### src/rtl/dmem_arbiter_pkg.sv
// Shared definitions for the data-memory arbiter: RV32I load/store funct3
// codes and the arbitration state encoding.
package dmem_arbiter_pkg;

  localparam logic [2:0] F3_B  = 3'b000;
  localparam logic [2:0] F3_H  = 3'b001;
  localparam logic [2:0] F3_W  = 3'b010;
  localparam logic [2:0] F3_BU = 3'b100;
  localparam logic [2:0] F3_HU = 3'b101;

  typedef enum logic [1:0] {
    ST_PRI0  = 2'd0,
    ST_PRI1  = 2'd1,
    ST_LOCK0 = 2'd2
  } arb_state_e;

endpackage

### src/rtl/dmem_arbiter_access_check.sv
// Combinational legality check of a load/store: funct3 must be valid for the
// direction and the address must be naturally aligned for the access size.
module dmem_access_check
  import dmem_arbiter_pkg::*;
(
  input  logic       we_i,
  input  logic [2:0] funct3_i,
  input  logic [1:0] addr_lo_i,
  output logic       legal_o
);

  always_comb begin
    legal_o = 1'b0;
    case (funct3_i)
      F3_B:    legal_o = 1'b1;
      F3_H:    legal_o = ~addr_lo_i[0];
      F3_W:    legal_o = (addr_lo_i == 2'b00);
      F3_BU:   legal_o = ~we_i;
      F3_HU:   legal_o = ~we_i & ~addr_lo_i[0];
      default: legal_o = 1'b0;
    endcase
  end

endmodule

### src/rtl/dmem_arbiter.sv
// Two-requester round-robin arbiter with a bounded requester-0 lock in front
// of a single-port data memory; loads and errors return as registered pulses.
module dmem_arbiter
  import dmem_arbiter_pkg::*;
#(
  parameter int ADDR_WIDTH = 32,
  parameter int DATA_WIDTH = 32,
  parameter int LOCK_MAX   = 4
) (
  input  logic                  clk,
  input  logic                  reset,
  input  logic                  r0_req,
  input  logic                  r0_we,
  input  logic [2:0]            r0_funct3,
  input  logic [ADDR_WIDTH-1:0] r0_addr,
  input  logic [DATA_WIDTH-1:0] r0_wdata,
  input  logic                  r0_lock,
  output logic                  r0_gnt,
  output logic                  r0_rvalid,
  output logic [DATA_WIDTH-1:0] r0_rdata,
  output logic                  r0_err,
  input  logic                  r1_req,
  input  logic                  r1_we,
  input  logic [2:0]            r1_funct3,
  input  logic [ADDR_WIDTH-1:0] r1_addr,
  input  logic [DATA_WIDTH-1:0] r1_wdata,
  output logic                  r1_gnt,
  output logic                  r1_rvalid,
  output logic [DATA_WIDTH-1:0] r1_rdata,
  output logic                  r1_err,
  output logic                  mem_wr_en,
  output logic [2:0]            mem_funct3,
  output logic [ADDR_WIDTH-1:0] mem_addr,
  output logic [DATA_WIDTH-1:0] mem_wdata,
  input  logic [DATA_WIDTH-1:0] mem_rd_data
);

  localparam logic [4:0] LOCK_MAX_W = 5'(LOCK_MAX);

  arb_state_e      state_q, state_d;
  logic [3:0]      lock_cnt_q, lock_cnt_d;
  logic [4:0]      cnt_inc;
  logic [1:0]      gnt_vec;
  logic            any_gnt;
  logic            sel_we;
  logic [2:0]      sel_f3;
  logic [ADDR_WIDTH-1:0] sel_addr;
  logic [DATA_WIDTH-1:0] sel_wdata;
  logic            legal;
  logic [1:0]      rsp_fire;

  // Grants are gated by reset so every output reads 0 while reset is held.
  always_comb begin
    gnt_vec = 2'b00;
    case (state_q)
      ST_PRI0:  gnt_vec = {r1_req & ~r0_req, r0_req};
      ST_PRI1:  gnt_vec = {r1_req, r0_req & ~r1_req};
      ST_LOCK0: gnt_vec = {1'b0, r0_req};
      default:  gnt_vec = 2'b00;
    endcase
    if (reset) gnt_vec = 2'b00;
  end

  assign r0_gnt  = gnt_vec[0];
  assign r1_gnt  = gnt_vec[1];
  assign any_gnt = |gnt_vec;
  assign cnt_inc = {1'b0, lock_cnt_q} + 5'd1;

  always_comb begin
    state_d    = state_q;
    lock_cnt_d = lock_cnt_q;
    case (state_q)
      ST_PRI0, ST_PRI1: begin
        if (gnt_vec[0]) begin
          // With LOCK_MAX of 1 the entry grant already exhausts the lock.
          if (r0_lock && (LOCK_MAX > 1)) begin
            state_d    = ST_LOCK0;
            lock_cnt_d = 4'd1;
          end else begin
            state_d    = ST_PRI1;
            lock_cnt_d = 4'd0;
          end
        end else if (gnt_vec[1]) begin
          state_d = ST_PRI0;
        end
      end
      ST_LOCK0: begin
        if (gnt_vec[0] && r0_lock && (cnt_inc < LOCK_MAX_W)) begin
          lock_cnt_d = cnt_inc[3:0];
        end else begin
          state_d    = ST_PRI1;
          lock_cnt_d = 4'd0;
        end
      end
      default: begin
        state_d    = ST_PRI0;
        lock_cnt_d = 4'd0;
      end
    endcase
  end

  always_ff @(posedge clk or posedge reset) begin
    if (reset) begin
      state_q    <= ST_PRI0;
      lock_cnt_q <= 4'd0;
    end else begin
      state_q    <= state_d;
      lock_cnt_q <= lock_cnt_d;
    end
  end

  assign sel_we    = gnt_vec[1] ? r1_we     : r0_we;
  assign sel_f3    = gnt_vec[1] ? r1_funct3 : r0_funct3;
  assign sel_addr  = gnt_vec[1] ? r1_addr   : r0_addr;
  assign sel_wdata = gnt_vec[1] ? r1_wdata  : r0_wdata;

  dmem_access_check u_check (
    .we_i      (sel_we),
    .funct3_i  (sel_f3),
    .addr_lo_i (sel_addr[1:0]),
    .legal_o   (legal)
  );

  assign mem_wr_en  = any_gnt & sel_we & legal;
  assign mem_funct3 = any_gnt ? sel_f3    : 3'b000;
  assign mem_addr   = any_gnt ? sel_addr  : '0;
  assign mem_wdata  = any_gnt ? sel_wdata : '0;

  // Loads and any illegal access answer; legal stores are silent.
  for (genvar gi = 0; gi < 2; gi++) begin : g_rsp
    logic                  rvalid_q;
    logic [DATA_WIDTH-1:0] rdata_q;
    logic                  err_q;

    assign rsp_fire[gi] = gnt_vec[gi] & (~sel_we | ~legal);

    always_ff @(posedge clk or posedge reset) begin
      if (reset) begin
        rvalid_q <= 1'b0;
        rdata_q  <= '0;
        err_q    <= 1'b0;
      end else begin
        rvalid_q <= rsp_fire[gi];
        if (rsp_fire[gi]) begin
          rdata_q <= legal ? mem_rd_data : '0;
          err_q   <= ~legal;
        end
      end
    end
  end

  assign r0_rvalid = g_rsp[0].rvalid_q;
  assign r0_rdata  = g_rsp[0].rdata_q;
  assign r0_err    = g_rsp[0].err_q;
  assign r1_rvalid = g_rsp[1].rvalid_q;
  assign r1_rdata  = g_rsp[1].rdata_q;
  assign r1_err    = g_rsp[1].err_q;

endmodule

### config.mk
export PLATFORM = sky130hd
export DESIGN_NAME = dmem_arbiter
export DESIGN_NICKNAME = d
export VERILOG_FILES = /design/src/rtl/dmem_arbiter_pkg.sv /design/src/rtl/dmem_arbiter_access_check.sv /design/src/rtl/dmem_arbiter.sv
export SDC_FILE = /design/constraint.sdc
export NUM_CORES = 1
export LEC_CHECK = 0
export BUFFER_PORTS_ARGS = -buffer_cell sky130_fd_sc_hd__buf_2
export CAP_MARGIN = 20
export CELL_PAD_IN_SITES_DETAIL_PLACEMENT = 2
export CELL_PAD_IN_SITES_GLOBAL_PLACEMENT = 2
export CORE_MARGIN = 5
export CORE_UTILIZATION = 20
export CTS_BUF_LIST = sky130_fd_sc_hd__clkbuf_16
export CTS_CLUSTER_SIZE = 14
export DETAILED_ROUTE_END_ITERATION = 10
export GPL_TIMING_DRIVEN = 1
export PLACE_DENSITY = 0.86
export RECOVER_POWER = 100
export SLEW_MARGIN = 25
export SYNTH_ARGS = -nofsm -noshare
export SYNTH_HDL_FRONTEND = slang
export SYNTH_SLANG_ARGS = --single-unit
### constraint.sdc
create_clock -name clk -period 3.9 [get_ports clk]
set_input_delay 0 -clock clk [delete_from_list [all_inputs] [get_ports clk]]
set_output_delay 0 -clock clk [all_outputs]
set_load 0.05 [all_outputs]
==> results.toml <==
[run_status]
status = "complete, but fails checks"
violations = "capacitance limit, slew limit"

[drt]
drtIter0Drc = 85
ant_nets = 0
wl_per_cell_um = 22.6
via_per_inst = 4.80
routed_wl_mm = 19.2
num_vias = 4064
drc = 0
dr.pass1.iters = 4

[floorplanning]
die_w_um = 142
rows = 48
die_h_um = 142
io_pins = 311
core_region_area_sq_mm = 0.0172
start_util = 0.203
die_area_sq_mm = 0.0203

[min_path]
hold_path_depth = 3
worstHoldStart = "r1_we"
hp-class = "in -> reg"
hold_end = "r1_err$_DFFE_PP0P_"

[yosys]
synth_cells = 282
yosys_warnings = 0
synth_cell_type_count = 35
ys_ff_latch = 74
yosys.area.top_type = "dfrtp_1"
synth_edf_count = 0
syn_nets = 456
synth_area_leaders = "dfrtp_1 53%, a22o_1 33%, buf_2 3.3%, buf_6 0.96%, mux2i_1 0.86%"
synth_top_cell_area_share = 0.529
syn_avg_cell_area_sq_um = 12.4
ys.flop_type = "dfrtp_1"
async_reset_ff_frac = 1.00
syn_area_sq_mm = 0.00350
yosysMostFrequentCell = "a22o_1"
ys_seq_area_frac = 0.529
synth_common_cells = "132 x a22o_1, 74 x dfrtp_1, 23 x buf_2, 7 x inv_1, 5 x nor2_1"

[timing]
drv_slew = 75
rsz0062_at_grt = "false"
tightest_slew_ns = 1.85
fin_skew_ns = 0.00672
fmax_ghz = 0.321
setup_tns_ns = 0
relSlewSlack = -0.231
period_minus_slack_ns = 3.12
finalHoldViolations = 0
fin_crit_sh = 0.799
setup_viol = 0

[pwr]
leakage_nw = 2.95
pwr-share-seq = 0.298
power.share.combinational = 0.413
p_per_area_mw_per_mm2 = 566
peakVddDrop_mv = 0.253
p_int_mw = 1.84
switching_share = 0.438
clockPowerShare = 0.289
p_switching_mw = 1.43

[setup_path]
crit_path_max_fanout = 44
cp-start-kind = "register"
crit_path_top_delay_cell = "inv_1"
rr_worst_depth = 6
path_cells = "o21ai_0, nand3_1, inv_1, buf_4, a22o_1, buf_2"
crit_start = "state_q[1]$_DFFE_PP0P_"
crit_buf_inv = 3
crit_family = "buffers and inverters"
slowest_delay_ns = 0.86
r2r_start = "state_q[1]$_DFFE_PP0P_"
end_kind = "primary output"
path_class = "reg -> out"
r2r_end = "r0_rdata[4]$_DFFE_PP0P_"
reg2reg_slack_ns = 0.93
worstPathArrival_ns = 3.12
worstPathRequired_ns = 3.90

[global_route]
grt_max_degree = 75
gr-total-overflow = 0
grt_pass1_vias = 4740
grt_pass1_wl_mm = 28.6
grt_usage = 0.181
antenna_found_initial = 4

[placed_design]
place_congestion = 0.914
placed_cells = 794
dpl.hpwl_mm = 14.7
io_buffers = 310

[layout]
nNetsFinal = 787
stdcell_count = 847
fillCellCount = 1949
drive_above_1_share = 0.385
regArea_sq_mm = 0.00185
multi_input_area_sq_mm = 0.00147
syn_to_final_growth_pct = 65.0

[cts]
h-tree-depth = 3
cts_buffers = 9
clk_pin_slew_ns = 0.06
cts_buffer_depth = 2
insertion_delay_ns = 0.33
cts_resized = 0
cts_tree = "yes"
cts_num_sinks = 74
root_buffer = "clkbuf_16"

[flow_run]
maxCapViolCount = 1
-- per-stage QoR --
stage / area [sq um] / total power, mW / setup WS, ns / util / hold slack (ns)
2_1_floorplan: 3500 / 1.94 / 0.0447 / - / 0.133
3_3_place_gp: 5230 / 2.30 / 1.60 / 0.303 / 0.234
3_5_place_dp: 5230 / 2.35 / 1.45 / 0.303 / 0.240
4_1_cts: 5880 / 3.33 / 1.12 / 0.341 / 0.0252
5_1_grt: 5780 / 3.41 / 0.540 / 0.335 / 0.0419
6_report: 5780 / 3.27 / 0.784 / 0.335 / 0.0457
-- timing repair --
item,4_1_cts,5_1_grt
endpoints found under the hold margin,64,74
setup buffers,0,0
endpoints found under the setup margin,0,0
hold buffers,32,1
-- worst min-delay path, stage by stage --
cell and delay [ns]:
buf_2 0.14, nor2_1 0.11, o22ai_1 0.08
-- layer usage --
metal | vias up | global-route usage | wire length [um]
met3 | 19 | 0.0467 | 1350
met5 | - | 0 | 0
li1 | 1807 | - | -
met2 | 190 | 0.338 | 10200
met4 | 0 | 0.0585 | 291
met1 | 2048 | 0.200 | 7310
-- cell families (layout without fill, tap and decap cells) --
logic type	after synthesis	in the layout	synth area share
AOI/OAI and AO/OA	150	150	0.370
DFF	74	74	0.529
buffers and inverters	36	372	0.0558
and+or+nand+nor	18	18	0.0329
muxes	3	3	0.00858
adders and majority gates	1	1	0.00357
other	0	4	0
-- sequential cells by signal, summed over array words and instances, names as in the netlist --
register    flops
state_q         2
r0_rvalid       1
lock_cnt_q      4
r1_rdata       32
r1_err          1
r1_rvalid       1
r0_rdata       32
r0_err          1
-- area by class of cell --
class,instances,area share
timing repair buffer,348,0.311
inverter,8,0.00606
sequential,74,0.320
multi-input combinational,172,0.254
clock inverter,7,0.0191
clock buffer,9,0.0390
tap,225,0.0487
antenna,4,0.00173
-- cells in the final DEF (no fill, tap or decap), types with 2 or more instances in the layout --
cell type,n
a21o_1,2
a21oi_1,2
a22o_1,132
buf_2,216
buf_4,3
bufinv_16,3
clkbuf_1,94
clkbuf_16,9
clkbuf_2,2
clkinv_1,2
clkinv_4,2
dfrtp_1,74
diode_2,4
dlygate4sd3_1,33
inv_1,8
mux2i_1,3
nand3_1,2
nor2_1,5
o21ai_0,2
o22ai_1,2
o41ai_1,2
-- how the worst max path moves through the flow --
stage                                     endpoint  slack (ns)  cells past startpoint
after detailed placement  r0_rdata[31]$_DFFE_PP0P_        1.45                      6
after CTS                            mem_wdata[17]        1.12                      6
after global routing                   mem_addr[5]        0.54                      6
after floorplan                          mem_wr_en        0.04                      3
final                                 mem_addr[13]        0.78                      6
after global placement    r0_rdata[14]$_DFFE_PP0P_        1.60                      5
-- power by group through the flow --
| stage | clock network, mW | registers, mW | logic (mW) |
|---|---|---|---|
| after CTS | 0.965 | 0.969 | 1.40 |
| final | 0.944 | 0.974 | 1.35 |
| after global routing | 1.01 | 0.986 | 1.41 |
| after detailed placement | 0 | 0.975 | 1.37 |
| after global placement | 0 | 0.970 | 1.33 |
| after floorplan | 0 | 1.34 | 0.604 |
No activity file was read; power rests on OpenSTA's default activity.
